[config.mk]
export PLATFORM = sky130hd
export DESIGN_NAME = svm_cfg_arbiter
export DESIGN_NICKNAME = d
export VERILOG_FILES = /design/src/rtl/svm_cfg_arbiter.sv
export SDC_FILE = /design/constraint.sdc
export NUM_CORES = 1
export LEC_CHECK = 0
export CAP_MARGIN = 10
export CORE_UTILIZATION = 25
export CTS_CLUSTER_SIZE = 25
export DETAILED_ROUTE_END_ITERATION = 7
export PLACE_DENSITY_LB_ADDON = 0.08
export RECOVER_POWER = 100
export SLEW_MARGIN = 20
export SYNTH_ARGS = -nofsm -noshare
export SYNTH_HDL_FRONTEND = slang
export SYNTH_SLANG_ARGS = --single-unit
[constraint.sdc]
create_clock -name clk -period 2.4 [get_ports clk]
set_input_delay 0.6 -clock clk [delete_from_list [all_inputs] [get_ports clk]]
set_output_delay 0.6 -clock clk [all_outputs]
set_load 0.01 [all_outputs]
[src/rtl/svm_cfg_arbiter.sv]
// Round-robin arbiter that shares the SVM core cfg register port between NUM_REQ requesters.
// Optional macro SVM_CFG_ARB_HOST_PRIO_EN gives requester 0 (host) strict priority over the rest.
module svm_cfg_arbiter #(
  parameter int NUM_REQ    = 3,
  parameter int NUM_REGS   = 17,
  parameter int RD_TIMEOUT = 15
) (
  input  logic                    clk,
  input  logic                    rst_n,
  input  logic [NUM_REQ-1:0]      req_vld,
  input  logic [NUM_REQ-1:0]      req_rb_w,
  input  logic [NUM_REQ*16-1:0]   req_addr,
  input  logic [NUM_REQ*32-1:0]   req_wdata,
  output logic [NUM_REQ-1:0]      req_gnt,
  output logic [NUM_REQ-1:0]      rsp_vld,
  output logic [31:0]             rsp_data,
  output logic                    rsp_err,
  input  logic                    cfg_locked,
  output logic                    cfg_req_vld,
  output logic                    cfg_data_rb_w,
  output logic [15:0]             cfg_addr,
  output logic [31:0]             cfg_data,
  input  logic                    cfg_data_rd_vld,
  input  logic [31:0]             cfg_rd_data
);

  localparam int          PW     = (NUM_REQ > 1) ? $clog2(NUM_REQ) : 1;
  localparam logic [16:0] REGS_W = 17'(NUM_REGS);
  localparam logic [7:0]  TO     = 8'(RD_TIMEOUT);

  typedef enum logic [1:0] {IDLE, ISSUE, WAIT_RD, RESP} state_e;

  typedef struct packed {
    logic        rb_w;
    logic [15:0] addr;
    logic [31:0] wdata;
  } req_t;

  req_t [NUM_REQ-1:0] req_a;

  for (genvar i = 0; i < NUM_REQ; i++) begin : g_unpack
    assign req_a[i] = {req_rb_w[i], req_addr[16*i +: 16], req_wdata[32*i +: 32]};
  end

  state_e        state_q, state_d;
  logic [PW-1:0] owner_q, owner_d;
  logic [PW-1:0] rr_q, rr_d;
  req_t          req_q, req_d;
  logic [31:0]   data_q, data_d;
  logic          err_q, err_d;
  logic [7:0]    cnt_q, cnt_d;
  logic [7:0]    cnt_inc;

  logic          sel_found;
  logic [PW-1:0] sel_idx;
  logic          issue_err;

  // Search upward from rr_q with wrap; first requester found wins.
  always_comb begin
    int  idx;
    logic skip;
    sel_found = 1'b0;
    sel_idx   = '0;
    idx       = 0;
    skip      = 1'b0;
    for (int k = 0; k < NUM_REQ; k++) begin
      idx = int'(rr_q) + k;
      if (idx >= NUM_REQ) idx = idx - NUM_REQ;
`ifdef SVM_CFG_ARB_HOST_PRIO_EN
      skip = (idx == 0);
`else
      skip = 1'b0;
`endif
      if (!sel_found && !skip && req_vld[idx]) begin
        sel_found = 1'b1;
        sel_idx   = PW'(idx);
      end
    end
`ifdef SVM_CFG_ARB_HOST_PRIO_EN
    if (req_vld[0]) begin
      sel_found = 1'b1;
      sel_idx   = '0;
    end
`endif
  end

  assign issue_err = ({1'b0, req_q.addr} >= REGS_W) || (req_q.rb_w && cfg_locked);
  assign cnt_inc   = cnt_q + 8'd1;

  always_ff @(posedge clk or negedge rst_n) begin
    if (!rst_n) begin
      state_q <= IDLE;
      owner_q <= '0;
      rr_q    <= '0;
      req_q   <= '0;
      data_q  <= '0;
      err_q   <= 1'b0;
      cnt_q   <= '0;
    end else begin
      state_q <= state_d;
      owner_q <= owner_d;
      rr_q    <= rr_d;
      req_q   <= req_d;
      data_q  <= data_d;
      err_q   <= err_d;
      cnt_q   <= cnt_d;
    end
  end

  always_comb begin
    state_d = state_q;
    owner_d = owner_q;
    rr_d    = rr_q;
    req_d   = req_q;
    data_d  = data_q;
    err_d   = err_q;
    cnt_d   = cnt_q;
    case (state_q)
      IDLE: begin
        if (sel_found) begin
          owner_d = sel_idx;
          req_d   = req_a[sel_idx];
          state_d = ISSUE;
        end
      end
      ISSUE: begin
        if (issue_err) begin
          err_d   = 1'b1;
          data_d  = '0;
          state_d = RESP;
        end else if (req_q.rb_w) begin
          err_d   = 1'b0;
          data_d  = '0;
          state_d = RESP;
        end else begin
          cnt_d   = '0;
          state_d = WAIT_RD;
        end
      end
      WAIT_RD: begin
        if (cfg_data_rd_vld) begin
          data_d  = cfg_rd_data;
          err_d   = 1'b0;
          state_d = RESP;
        end else begin
          cnt_d = cnt_inc;
          if (cnt_inc == TO) begin
            data_d  = '0;
            err_d   = 1'b1;
            state_d = RESP;
          end
        end
      end
      RESP: begin
        if (owner_q == PW'(NUM_REQ - 1)) rr_d = '0;
        else                             rr_d = owner_q + PW'(1);
`ifdef SVM_CFG_ARB_HOST_PRIO_EN
        // Host is served by priority, so the rotation never lands on it.
        if (rr_d == '0) rr_d = PW'(1);
`endif
        state_d = IDLE;
      end
      default: state_d = IDLE;
    endcase
  end

  always_comb begin
    req_gnt     = '0;
    rsp_vld     = '0;
    rsp_data    = '0;
    rsp_err     = 1'b0;
    cfg_req_vld = 1'b0;
    case (state_q)
      IDLE:    if (sel_found && rst_n) req_gnt[sel_idx] = 1'b1;
      ISSUE:   cfg_req_vld = !issue_err;
      RESP: begin
        rsp_vld[owner_q] = 1'b1;
        rsp_data         = data_q;
        rsp_err          = err_q;
      end
      default: ;
    endcase
  end

  // Latched request only changes on grant, so these hold outside ISSUE.
  assign cfg_data_rb_w = req_q.rb_w;
  assign cfg_addr      = req_q.addr;
  assign cfg_data      = req_q.wdata;

endmodule

==> results of run 1 <==
-- per-layer routing --
| layer | share of wire (%) | up-vias |
|---|---|---|
| li1 | - | 2544 |
| met1 | 41 | 2572 |
| met2 | 51 | 158 |
| met3 | 6.3 | 19 |
| met4 | 1.8 | 0 |
| met5 | 0 | - |
-- final timing paths --
| kind | startpoint | endpoint | slack (ns) |
|---|---|---|---|
| setup / recovery | rr_q[0]$_DFFE_PN0P_ | req_gnt[1] | -0.28 |
| hold / removal | rst_n | cfg_data[12]$_DFFE_PN0P_ | 0.07 |
| setup reg to reg | rr_q[1]$_DFFE_PN0P_ | owner_q[0]$_DFFE_PN0P_ | 0.04 |
| hold reg to reg | data_q[3]$_DFFE_PN0P_ | data_q[3]$_DFFE_PN0P_ | 0.48 |
| max in group asynchronous | rst_n | cfg_data[26]$_DFFE_PN0P_ | 0.36 |
| min in group clk | data_q[3]$_DFFE_PN0P_ | data_q[3]$_DFFE_PN0P_ | 0.48 |
-- kinds of logic (layout without fill, tap and decap cells) --
group                      Yosys count  count (layout)  synth area share, %
and+or+nand+nor                    172             172                20.10
AOI/OAI and AO/OA                  132             132                21.12
DFF                                 96              96                44.26
buffers and inverters               58             363                4.472
muxes                               36              36                7.469
adders and majority gates           10              10                2.259
xor gates and xnor gates             2               2               0.3228
other                                0               1                    0
-- what timing repair did --
action                                  4_1_cts  5_1_grt
cloned                                        1        1
pin swaps                                    12        7
resized for setup                            72       22
buffers inserted                              7        2
endpoints found under the setup margin       91       85
-- flip-flops by register name, indices dropped and copies added (netlist names) --
register,cells
cfg_data,32
data_q,32
err_q,1
cnt_q,8
cfg_addr,16
owner_q,2
rr_q,2
cfg_data_rb_w,1
state_q,2
-- layout by cell type, fill, tap and decap left out, drive strengths merged, types with 2 or more instances in the layout --
cell type,n
dlygate4sd2,26
nand2b,3
nor4b,2
clkinvlp,2
nor3b,50
dfrtp,96
buf,65
o21bai,2
o21a,2
clkinv,2
clkdlybuf4s15,10
nor3,4
nand3,7
inv,11
dlygate4sd3,49
or4,2
a21oi,7
xnor2,2
clkdlybuf4s50,184
nor4,4
and3,35
nor2b,2
o21ai,9
a2bb2oi,2
a221o,49
and2,35
nor2,9
nand2,12
o22a,49
a32oi,3
clkbuf,12
ha,9
mux2,36
-- cell usage after synthesis, drive strengths merged (2+ instances only) --
| master | instances |
|---|---|
| a21oi | 7 |
| o21ai | 9 |
| a32oi | 3 |
| nand2b | 3 |
| and2 | 35 |
| a2bb2oi | 2 |
| nand3 | 7 |
| o21bai | 2 |
| nor4 | 4 |
| and3 | 35 |
| xnor2 | 2 |
| o21a | 2 |
| clkbuf | 39 |
| ha | 9 |
| o22a | 49 |
| buf | 10 |
| mux2 | 36 |
| nor3b | 50 |
| nand2 | 12 |
| nor2 | 9 |
| a221o | 49 |
| inv | 9 |
| dfrtp | 96 |
| nor3 | 4 |
| nor4b | 2 |
| or4 | 2 |
| nor2b | 2 |
-- worst max-delay path, cell delays in order, from the launching register on --
cell and delay [ns]:
dfrtp_1 0.41, inv_2 0.07, ha_4 0.30, buf_4 0.11, nand2_1 0.07, a311oi_4 0.42
and3_1 0.24, buf_6 0.11
-- area by class of cell --
class	instances	area [um2]	share of cell area, %
antenna	1	2.502	0.02691
clock buffer	9	225.2	2.422
clock inverter	7	78.83	0.8477
inverter	9	33.78	0.3633
multi-input combinational	352	2908	31.27
sequential	96	2402	25.83
tap	275	344.1	3.700
timing repair buffer	338	3304	35.54
-- where the power goes --
group / internal (mW) / switching (mW)
combinational: 3.10 / 2.71
sequential: 2.33 / 0.461
clock: 0.820 / 0.697
==> results.toml, run 1 <==
[status]
status = "complete, but fails checks"
failed_checks = "negative setup slack"

[die]
die_area_um2 = 22300
die_h_um = 149.3
top_level_ports = 275
floorplan.core_area_um2 = 21150
fp.dieW_um = 149.3
floorplan.initialDensity_pct = 25.66
rows = 53

[layout]
area_delta_synth_final_pct = 71.32
layout.filler_cells = 2012
final_cells = 1087
stdcell_area_um2 = 9299
finalCoreUtilization_pct = 43.96
num-nets-final = 1001
drive_gt1_share_pct = 12.58

[place]
detailed_place.area_um2 = 8798
place_ws_ns = -0.7028
gpl.final_weighted_congestion = 0.7529
hpwlAfterDp_um = 14430
numPortBuffers = 274
place.detailed.instances = 1059

[grt]
global_route_track_usage_on_met3_pct = 4.954
busiest_layer = "met2"
grt_max_degree = 76
grt_first_pass_wirelength_um = 30830
first_global_vias = 5658
all_layer_global_routing_usage_pct = 17.94
overflow = 0
globalRouteMet1Util_pct = 20.98
number_of_antenna_violations_at_the_first_check_in_global_routing = 1
met2_usage_pct = 31.34

[drt]
count_of_antenna_violating_nets_left_after_detailed_routing = 0
first_iter_violations = 166
via_per_inst = 4.869
dr_pass1_iterations = 4
vias = 5293
drc_errors = 0
drt-wirelength-per-cell_um = 18.30
detail_route.wirelength_um = 19890

[worst_setup_path]
critPathMaxFanout = 6
cp-end-kind = "primary output"
worst_setup_path_start_kind = "flip-flop"
timing.critical_path.required_ns = 1.80
cp_arrival_ns = 2.08
worst_reg_to_reg_path_cell_count = 7
critical_path_class = "reg -> out"

[synth]
syn_avg_cell_area_um2 = 10.73
ys_async_sr_fraction_pct = 100.0
yosysWarningCount = 0
synth_largest_type_area_fraction_pct = 44.26
syn_inst_count = 506
synthDominantAreaCellType = "dfrtp_1"
ys_seq_elements = 96
mappedNetlistArea_um2 = 5428
syn-num-nets = 701
yosys_most_used_dff = "dfrtp_1"
number_of_synthesized_flops_with_an_enable_pin = 0
synth_sequential_area_ratio_pct = 44.26
ys_top_cells_by_area = "dfrtp_1 44%, a221o_1 9.0%, o22a_1 7.9%"
synth.distinct_cells = 48

[clock_tree]
postCtsHoldBufs = 0
cts-buffers-inserted = 9
cts-root-to-sink-buffers = 2
h-tree-depth = 3
cts.clk_slew.worst_paths_ns = 0.07
tritoncts_num_sinks = 96
clock_insertion_delay_worst_skew_ns = 0.35
cts-root-buf = "clkbuf_16"
tritoncts = "yes"

[pwr]
post-layout-total-power_mw = 10.12
pwr_density_cell_nw_per_um2 = 1088
vdd.ir_drop.worst_mv = 0.4698
cellLeakagePower_nw = 4.009

[sta]
f_max_mhz = 372.9
finalHoldViolations = 0
total_negative_setup_slack_ns = -1.486
finalCriticalPeriod_ns = 2.682
grt_setup_unrepaired = "yes"
report.final.setup_viol = 15
report.final.slew_viol_count = 0
finalClockSkew_ns = 0.01211
worst_slew_pin_slew_ns = 1.065
hold_ws_ns = 0.07142
slew-limit-headroom_pct = 28.99
fin_ws_ns = -0.2816
fin_crit_sh_pct = 111.7

[flow_run]
max_cap_violations = 0

[worst_hold_path]
hold_path_class = "in -> async"
(Power assumes the default switching activity.)
==> run 2, diff against run 1 <==
- HOLD_SLACK_MARGIN: default -> 0.03
==> results of run 2 <==
The final DEF is identical to that of run 1; final timing and power are the same.
==> run 3, diff against run 2 <==
- DONT_BUFFER_PORTS: default -> 1
==> results.toml, run 3 (synthesis results as in run 1) <==
[status]
status = "complete, but fails checks"
failed_checks = "negative hold slack, negative setup slack"

[drt]
dr_pass1_iterations = 5
first_iter_violations = 151
drc_errors = 0
count_of_antenna_violating_nets_left_after_detailed_routing = 0
via_per_inst = 5.294
detail_route.wirelength_um = 17000
vias = 4309
drt-wirelength-per-cell_um = 20.89

[worst_setup_path]
cp-end-kind = "primary output"
timing.critical_path.max_delay_family = "simple AND/OR/NAND/NOR gates"
worst_setup_path_start_kind = "flip-flop"
critical_path.cell_chain = "inv_2 > ha_4 > or3b_1 > a21oi_2 > o21a_4 > and3_4"
crit_path_max_incr_delay_ns = 0.39
critical-path-slowest-cell = "dfrtp_1"
r2r-end = "cfg_data[24]$_DFFE_PN0P_"
r2r_start = "rr_q[0]$_DFFE_PN0P_"
buffer_and_inverter_count_on_the_worst_path = 1
critPathMaxFanout = 6
timing.critical_path.required_ns = 1.80
cp_arrival_ns = 1.99
r2r_slack_ns = 0.11
worst_reg_to_reg_path_cell_count = 9
critical_path_class = "reg -> out"

[place]
detailed_place.area_um2 = 6063
place_ws_ns = -0.1943
gpl.final_weighted_congestion = 0.7330
place.detailed.instances = 784
hpwlAfterDp_um = 11770
numPortBuffers = 0

[sta]
slew-limit-headroom_pct = 49.56
grt_setup_unrepaired = "yes"
finalClockSkew_ns = 0.007914
finalCriticalPeriod_ns = 2.594
report.final.slew_viol_count = 0
report.final.setup_viol = 4
worst_slew_pin_slew_ns = 0.7536
total_negative_setup_slack_ns = -0.6118
hold_ws_ns = -0.06775
f_max_mhz = 385.6
fin_ws_ns = -0.1935
finalHoldViolations = 96
fin_crit_sh_pct = 108.1

[pwr]
cellLeakagePower_nw = 2.744
pwr_density_cell_nw_per_um2 = 1357
vdd.ir_drop.worst_mv = 0.5271
post-layout-total-power_mw = 8.814

[layout]
final_cells = 814
num-nets-final = 729
stdcell_area_um2 = 6496
finalCoreUtilization_pct = 30.71
most-common-layout-cells = "96 x dfrtp_1, 50 x nor3b_1, 49 x a221o_1, 49 x o22a_1, 35 x mux2_1"
drive_gt1_share_pct = 15.21
layout.cells.most_common = "dfrtp_1"
antenna_cells_inserted = 0
area_delta_synth_final_pct = 19.69

[grt]
number_of_antenna_violations_at_the_first_check_in_global_routing = 0
first_global_vias = 4288
grt_max_degree = 100
overflow = 0
all_layer_global_routing_usage_pct = 14.83
grt_first_pass_wirelength_um = 25010

[worst_hold_path]
hold_path_class = "in -> async"

[clock_tree]
cts-root-buf = "clkbuf_16"
clock_insertion_delay_worst_skew_ns = 0.35
tritoncts = "yes"
tritoncts_num_sinks = 96
cts-root-to-sink-buffers = 2
cts.clk_slew.worst_paths_ns = 0.08
cts-buffers-inserted = 9
h-tree-depth = 3

[die]
floorplan.core_area_um2 = 21150
floorplan.initialDensity_pct = 25.66
fp.dieW_um = 149.3
top_level_ports = 275
die_h_um = 149.3
die_area_um2 = 22300
rows = 53

[flow_run]
max_cap_violations = 0
==> run 3: changes by cell type in the layout (fill, tap and decap cells not counted), sizes merged, moves of 2 or more <==
cell	delta
inv	+2
dlygate4sd3	-49
dlygate4sd2	-26
clkbuf	+20
clkdlybuf4s15	-10
buf	-23
clkdlybuf4s50	-184
==> run 3: area by class of cell <==
type | count | area (um2)
tap | 275 | 344.1
sequential | 96 | 2402
clock inverter | 7 | 72.57
multi-input combinational | 353 | 2945
clock buffer | 9 | 225.2
inverter | 9 | 33.78
fill | 2185 | 14660
timing repair buffer | 65 | 473.0
==> run 3: worst reg2reg max path, stage by stage (launching register included) <==
cell and delay [ns]:
dfrtp_1 0.41, inv_2 0.08, ha_4 0.21, maj3_2 0.31
nand2_2 0.08, nand4_1 0.17, clkbuf_1 0.17, buf_6 0.20
a221o_1 0.36, o22a_1 0.18
==> run 3: per-layer routing <==
metal  track usage [%]  vias up  wire length, um
li1                  -     2000                -
met1             18.18     2134             7018
met2             25.44      157             8816
met3             3.303       18              913
met4             5.051        0              255
met5                 0        -                0
==> run 3: where the power goes <==
group | internal (mW) | total [mW] | leakage (nW) | switching [mW]
Sequential | 2.33 | 2.97 | 1.17 | 0.632
Combinational | 2.04 | 4.38 | 1.43 | 2.33
Clock | 0.738 | 1.47 | 0.143 | 0.733
==> run 3: repair_timing <==
item	in CTS	in global routing
buffers inserted	10	2
setup endpoints to repair	37	95
gates resized for setup	12	9
cloned	1	1
pin swaps	10	4
endpoints found under the hold margin	96	96
==> run 3: how the worst max path moves through the flow <==
stage,from,end,cells past startpoint
CTS,rr_q[1]$_DFFE_PN0P_,req_gnt[0],6
finish,rr_q[0]$_DFFE_PN0P_,req_gnt[2],6
global placement,cfg_addr[14]$_DFFE_PN0P_,cfg_req_vld,6
floorplan,rr_q[1]$_DFFE_PN0P_,req_gnt[2],8
detailed placement,cfg_addr[14]$_DFFE_PN0P_,cfg_req_vld,6
global route,rr_q[0]$_DFFE_PN0P_,req_gnt[2],6
==> variant 1: new RTL, config.mk and constraints of run 2 <==
Add a define of `SVM_CFG_ARB_HOST_PRIO_EN`.
--- a/src/rtl/svm_cfg_arbiter.sv
+++ b/src/rtl/svm_cfg_arbiter.sv
@@ -1,5 +1,7 @@
 // Round-robin arbiter that shares the SVM core cfg register port between NUM_REQ requesters.
 // Optional macro SVM_CFG_ARB_HOST_PRIO_EN gives requester 0 (host) strict priority over the rest.
+`define SVM_CFG_ARB_HOST_PRIO_EN
+
 module svm_cfg_arbiter #(
   parameter int NUM_REQ    = 3,
   parameter int NUM_REGS   = 17,
Function: changed (Yosys sat finds a counterexample within 4 cycles, from zero or initial values and one cycle with rst_n low).
==> variant 1 against run 2 <==
The flow still finishes with violations (setup timing); design area is 2.3% higher; setup slack got worse by 0.20 ns; wire length is 1.6% higher; die area is 3.3% lower; sequential cell count did not move; synthesized area down 3.3%; cell count rose by 5.7%; power is 3.1% higher; sequential share of layout area shrank 0.56 points.
==> variant 1: results (changes against run 2) <==
met2 wire length: 9.42 mm (was 10.2 mm)
met1 wire length: 8.90 mm (was 8.12 mm)
Reg2Reg Launch Point: rr_q[0] (was rr_q[1])
Worst Tran Pin Value: 0.828 ns (was 1.07 ns)
Inverters, non-clock: 10 (was 9)
DRT Pass-1 Iters: 5 (was 4)
failing checks: setup timing (unchanged)
adder-cell area share of the yosys netlist: 0.0262 (was 0.0226)
reg2reg path depth: 10 (was 7)
Pwr Density: 1100 mW/mm^2 (was 1090 mW/mm^2)
register share of the cell area: 0.253 (was 0.258)
Setup violations, final: 37 (was 15)
Non-Filler Instances: 1149 (was 1087)
CP arrival: 2.28 ns (was 2.08 ns)
status: finished, violations left (unchanged)
worst flop-to-flop path endpoint: cfg_addr[1] (was owner_q[0])
slowest stage delay, CP: 0.48 ns (was 0.42 ns)
Synth area leaders: dfrtp_1, a21oi_1, a22oi_1, a21bo_1, and2_1 (was dfrtp_1, a221o_1, o22a_1, mux2_1, nor3b_1)
Total Neg Setup Slack: -3.01 ns (was -1.49 ns)
WHS: 0.0695 ns (was 0.0714 ns)
multi-input gates: 408 (was 352)
top post-synthesis cells by count: a21oi_1, dfrtp_1, nor2_1 (was dfrtp_1, nor3b_1, a221o_1, o22a_1, clkbuf_1)
Layout clock area frac: 0.0337 (was 0.0327)
global placement routability congestion: 0.793 (was 0.753)
vias in the first global route: 5876 (was 5658)
share of flip-flops with an asynchronous set or reset: 1.00 (unchanged)
xor/xnor share of the synthesized area: 0.00668 (was 0.00323)
leakage power: 4.22 nW (was 4.01 nW)
CP Capture Point: req_gnt[0] (was req_gnt[1])
initial antenna violation count: 0 (was 1)
Clock Tree Root: clkbuf_16 (unchanged)
via count: 5571 (was 5293)
share of cells above drive strength 1: 0.162 (was 0.126)
footprint of the multi-input gates: 0.00283 mm^2 (was 0.00291 mm^2)
largest net degree at the start of global routing: 63 (was 76)
syn_nets: 760 (was 701)
synthesized area per cell: 9.32 um^2 (was 10.7 um^2)
Worst Setup SP: req_vld[1] (was rr_q[0])
dpl cell area: 0.00854 mm^2 (was 0.00880 mm^2)
routed wire length: 20.2 mm (was 19.9 mm)
first-pass GRT wire length: 31.8 mm (was 30.8 mm)
Non-clock buffers: 349 (was 338)
Place WS: -0.944 ns (was -0.703 ns)
Slowest-stage cell, CP: clkdlybuf4s50_1 (was a311oi_4)
NonClk Buf Share: 0.376 (was 0.355)
Max VDD drop: 0.535 mV (was 0.470 mV)
Antenna diodes: 0 (was 1)
Max FO, Critical Path: 5 (was 6)
hpwl dp: 13.7 mm (was 14.4 mm)
post-route setup slack: -0.482 ns (was -0.282 ns)
Compound-Gate Fraction of Synth Area: 0.265 (was 0.211)
Distinct cells, synth: 46 (was 48)
## variant 1: cell count changes after synthesis, sizes merged, moves of 34 or more
| cell | before | now |
|---|---|---|
| a221o | 49 | 0 |
| a21oi | 7 | 104 |
| o22a | 49 | 0 |
| mux2 | 36 | 2 |
| nor2 | 9 | 59 |
| nor3b | 50 | 3 |
| a22oi | 1 | 49 |
## variant 1: timing repair
item	in CTS	in global routing
setup endpoints to repair	89	96
hold buffers	0	0
gates resized for setup	101	49
setup buffers	73	4
pin swaps	63	5
gates cloned	7	0
## variant 1: routing by layer
layer | vias up | track usage
met5 | - | 0
met4 | 0 | 0.0505
met3 | 21 | 0.0590
met2 | 225 | 0.307
met1 | 2670 | 0.242
li1 | 2655 | -
## variant 1: critical path: cells and delay by family
family / cells / cell delay (ns)
buf+inv: 3 / 0.71
compound gates: 1 / 0.16
simple gates: 4 / 0.80
## variant 1: report_power, final
part | internal (mW) | switching (mW)
registers | 2.30 | 0.387
clock network | 0.916 | 0.664
logic | 3.10 | 3.07
total | 6.31 | 4.12
==> variant 2: new RTL, config.mk and constraints of run 2 <==
Made on the original files. Put a register stage on the output `rsp_err`. The value now appears one clock later. The other outputs are not delayed to match.
--- a/src/rtl/svm_cfg_arbiter.sv
+++ b/src/rtl/svm_cfg_arbiter.sv
@@ -35,6 +35,8 @@
     logic [15:0] addr;
     logic [31:0] wdata;
   } req_t;
+
+  logic rsp_err_d;
 
   req_t [NUM_REQ-1:0] req_a;
 
@@ -168,7 +170,7 @@
     req_gnt     = '0;
     rsp_vld     = '0;
     rsp_data    = '0;
-    rsp_err     = 1'b0;
+    rsp_err_d   = 1'b0;
     cfg_req_vld = 1'b0;
     case (state_q)
       IDLE:    if (sel_found && rst_n) req_gnt[sel_idx] = 1'b1;
@@ -176,7 +178,7 @@
       RESP: begin
         rsp_vld[owner_q] = 1'b1;
         rsp_data         = data_q;
-        rsp_err          = err_q;
+        rsp_err_d        = err_q;
       end
       default: ;
     endcase
@@ -187,5 +189,9 @@
   assign cfg_addr      = req_q.addr;
   assign cfg_data      = req_q.wdata;
 
+  always_ff @(posedge clk) begin
+    rsp_err <= rsp_err_d;
+  end
+
 endmodule
 
Behaviour: not the same (a bounded check fails within 4 cycles, from zero or initial values and one cycle with rst_n low).
==> variant 2 against run 2 <==
Critical endpoint is now req_gnt[0]; sequential cell count is 1 higher; wire length is 6.7% higher; setup slack worse by 0.048 ns; synthesized area is 0.37% higher; global-route usage is 0.47 points higher; the run still ends with setup timing left; power is 4.8% higher; via count is 4.9% higher; design area is 3.3% higher.
==> variant 2: results (changes against run 2) <==
syn_nets: 702 (was 701)
Synth area leaders: dfrtp_1, a221o_1, o22a_1, mux2_1, nor3b_1 (unchanged)
Total Neg Setup Slack: -4.36 ns (was -1.49 ns)
Setup violations, final: 23 (was 15)
Slowest-stage cell, CP: or3b_4 (was a311oi_4)
CP arrival: 2.13 ns (was 2.08 ns)
Final nets: 1026 (was 1001)
post-route setup slack: -0.329 ns (was -0.282 ns)
via count: 5554 (was 5293)
sequential power: 2.83 mW (was 2.79 mW)
DR vias/cell: 5.00 (was 4.87)
status: finished, violations left (unchanged)
first-pass GRT wire length: 31.7 mm (was 30.8 mm)
sequential area share after synthesis: 0.445 (was 0.443)
Internal Power: 6.52 mW (was 6.25 mW)
top post-synthesis cells by count: dfrtp_1, nor3b_1, a221o_1, o22a_1, clkbuf_1 (unchanged)
leakage power: 4.19 nW (was 4.01 nW)
routed wire length: 21.2 mm (was 19.9 mm)
share of flip-flops with an asynchronous set or reset: 0.990 (was 1.00)
CP top delay family: simple AND/OR/NAND/NOR gates (was compound AO/OA/AOI/OAI gates)
Mapped Cells: 507 (was 506)
switching pwr: 4.09 mW (was 3.87 mW)
clk_skew: 0.0109 ns (was 0.0121 ns)
Antenna diodes: 0 (was 1)
post-cts gate resize count: 94 (was 72)
Distinct cells, synth: 49 (was 48)
slowest stage delay, CP: 0.40 ns (was 0.42 ns)
Place WS: -0.741 ns (was -0.703 ns)
Worst slew margin: 0.450 (was 0.290)
global placement routability congestion: 0.798 (was 0.753)
dpl cell area: 0.00882 mm^2 (was 0.00880 mm^2)
share of cells above drive strength 1: 0.156 (was 0.126)
failing checks: setup timing (unchanged)
## variant 2: cell types whose count changed after synthesis
| cell | before | now |
|---|---|---|
| buf_1 | 5 | 6 |
| clkbuf_1 | 39 | 38 |
| dfxtp_1 | 0 | 1 |
## variant 2: cell type report
type,count,area (um^2)
Fill cell,2010,11600
Timing Repair Buffer,362,3520
Multi-Input combinational cell,352,2960
Sequential cell,97,2420
Tap cell,275,344
Clock buffer,9,225
Clock inverter,7,109
Inverter,9,33.8
## variant 2: metal layers
layer  track usage  vias to the layer above  wire length [um]
met5             0                        -                 0
met4        0.0571                        0               391
met3        0.0479                       23              1290
met2         0.324                      180             10800
met1         0.217                     2752              8710
li1              -                     2599                 -
## variant 2: path summary, 6_finish.rpt
kind / start / endpoint / slack, ns / depth (start not counted)
worst max-delay path: rr_q[0] / req_gnt[0] / -0.33 / 8
max in group asynchronous: rst_n / cfg_addr[8] / 0.39 / 3
worst max register to register: rr_q[0] / rr_q[0] / -0.31 / 19
worst min-delay path: rst_n / cfg_data[6] / 0.17 / 1
min in group clk: data_q[1] / data_q[1] / 0.48 / 1
worst min register to register: data_q[1] / data_q[1] / 0.48 / 1
## variant 2: worst reg2reg max path: stages (launching register included)
cell,delay (ns)
dfrtp_1,0.39
inv_2,0.07
buf_4,0.13
buf_4,0.12
buf_4,0.13
buf_4,0.12
buf_4,0.12
buf_4,0.12
buf_4,0.12
buf_4,0.12
buf_4,0.12
buf_4,0.12
buf_4,0.12
buf_4,0.12
buf_4,0.12
buf_4,0.12
buf_4,0.12
buf_4,0.12
buf_4,0.12
o21bai_1,0.14
## variant 2: cell families after synthesis
kind of cell    after synthesis  synth area share
simple gates                172             0.200
compound gates              132             0.210
flops                        97             0.445
buf+inv                      58            0.0446
mux                          36            0.0744
fa+ha+maj                    10            0.0225
xor+xnor                      2           0.00322
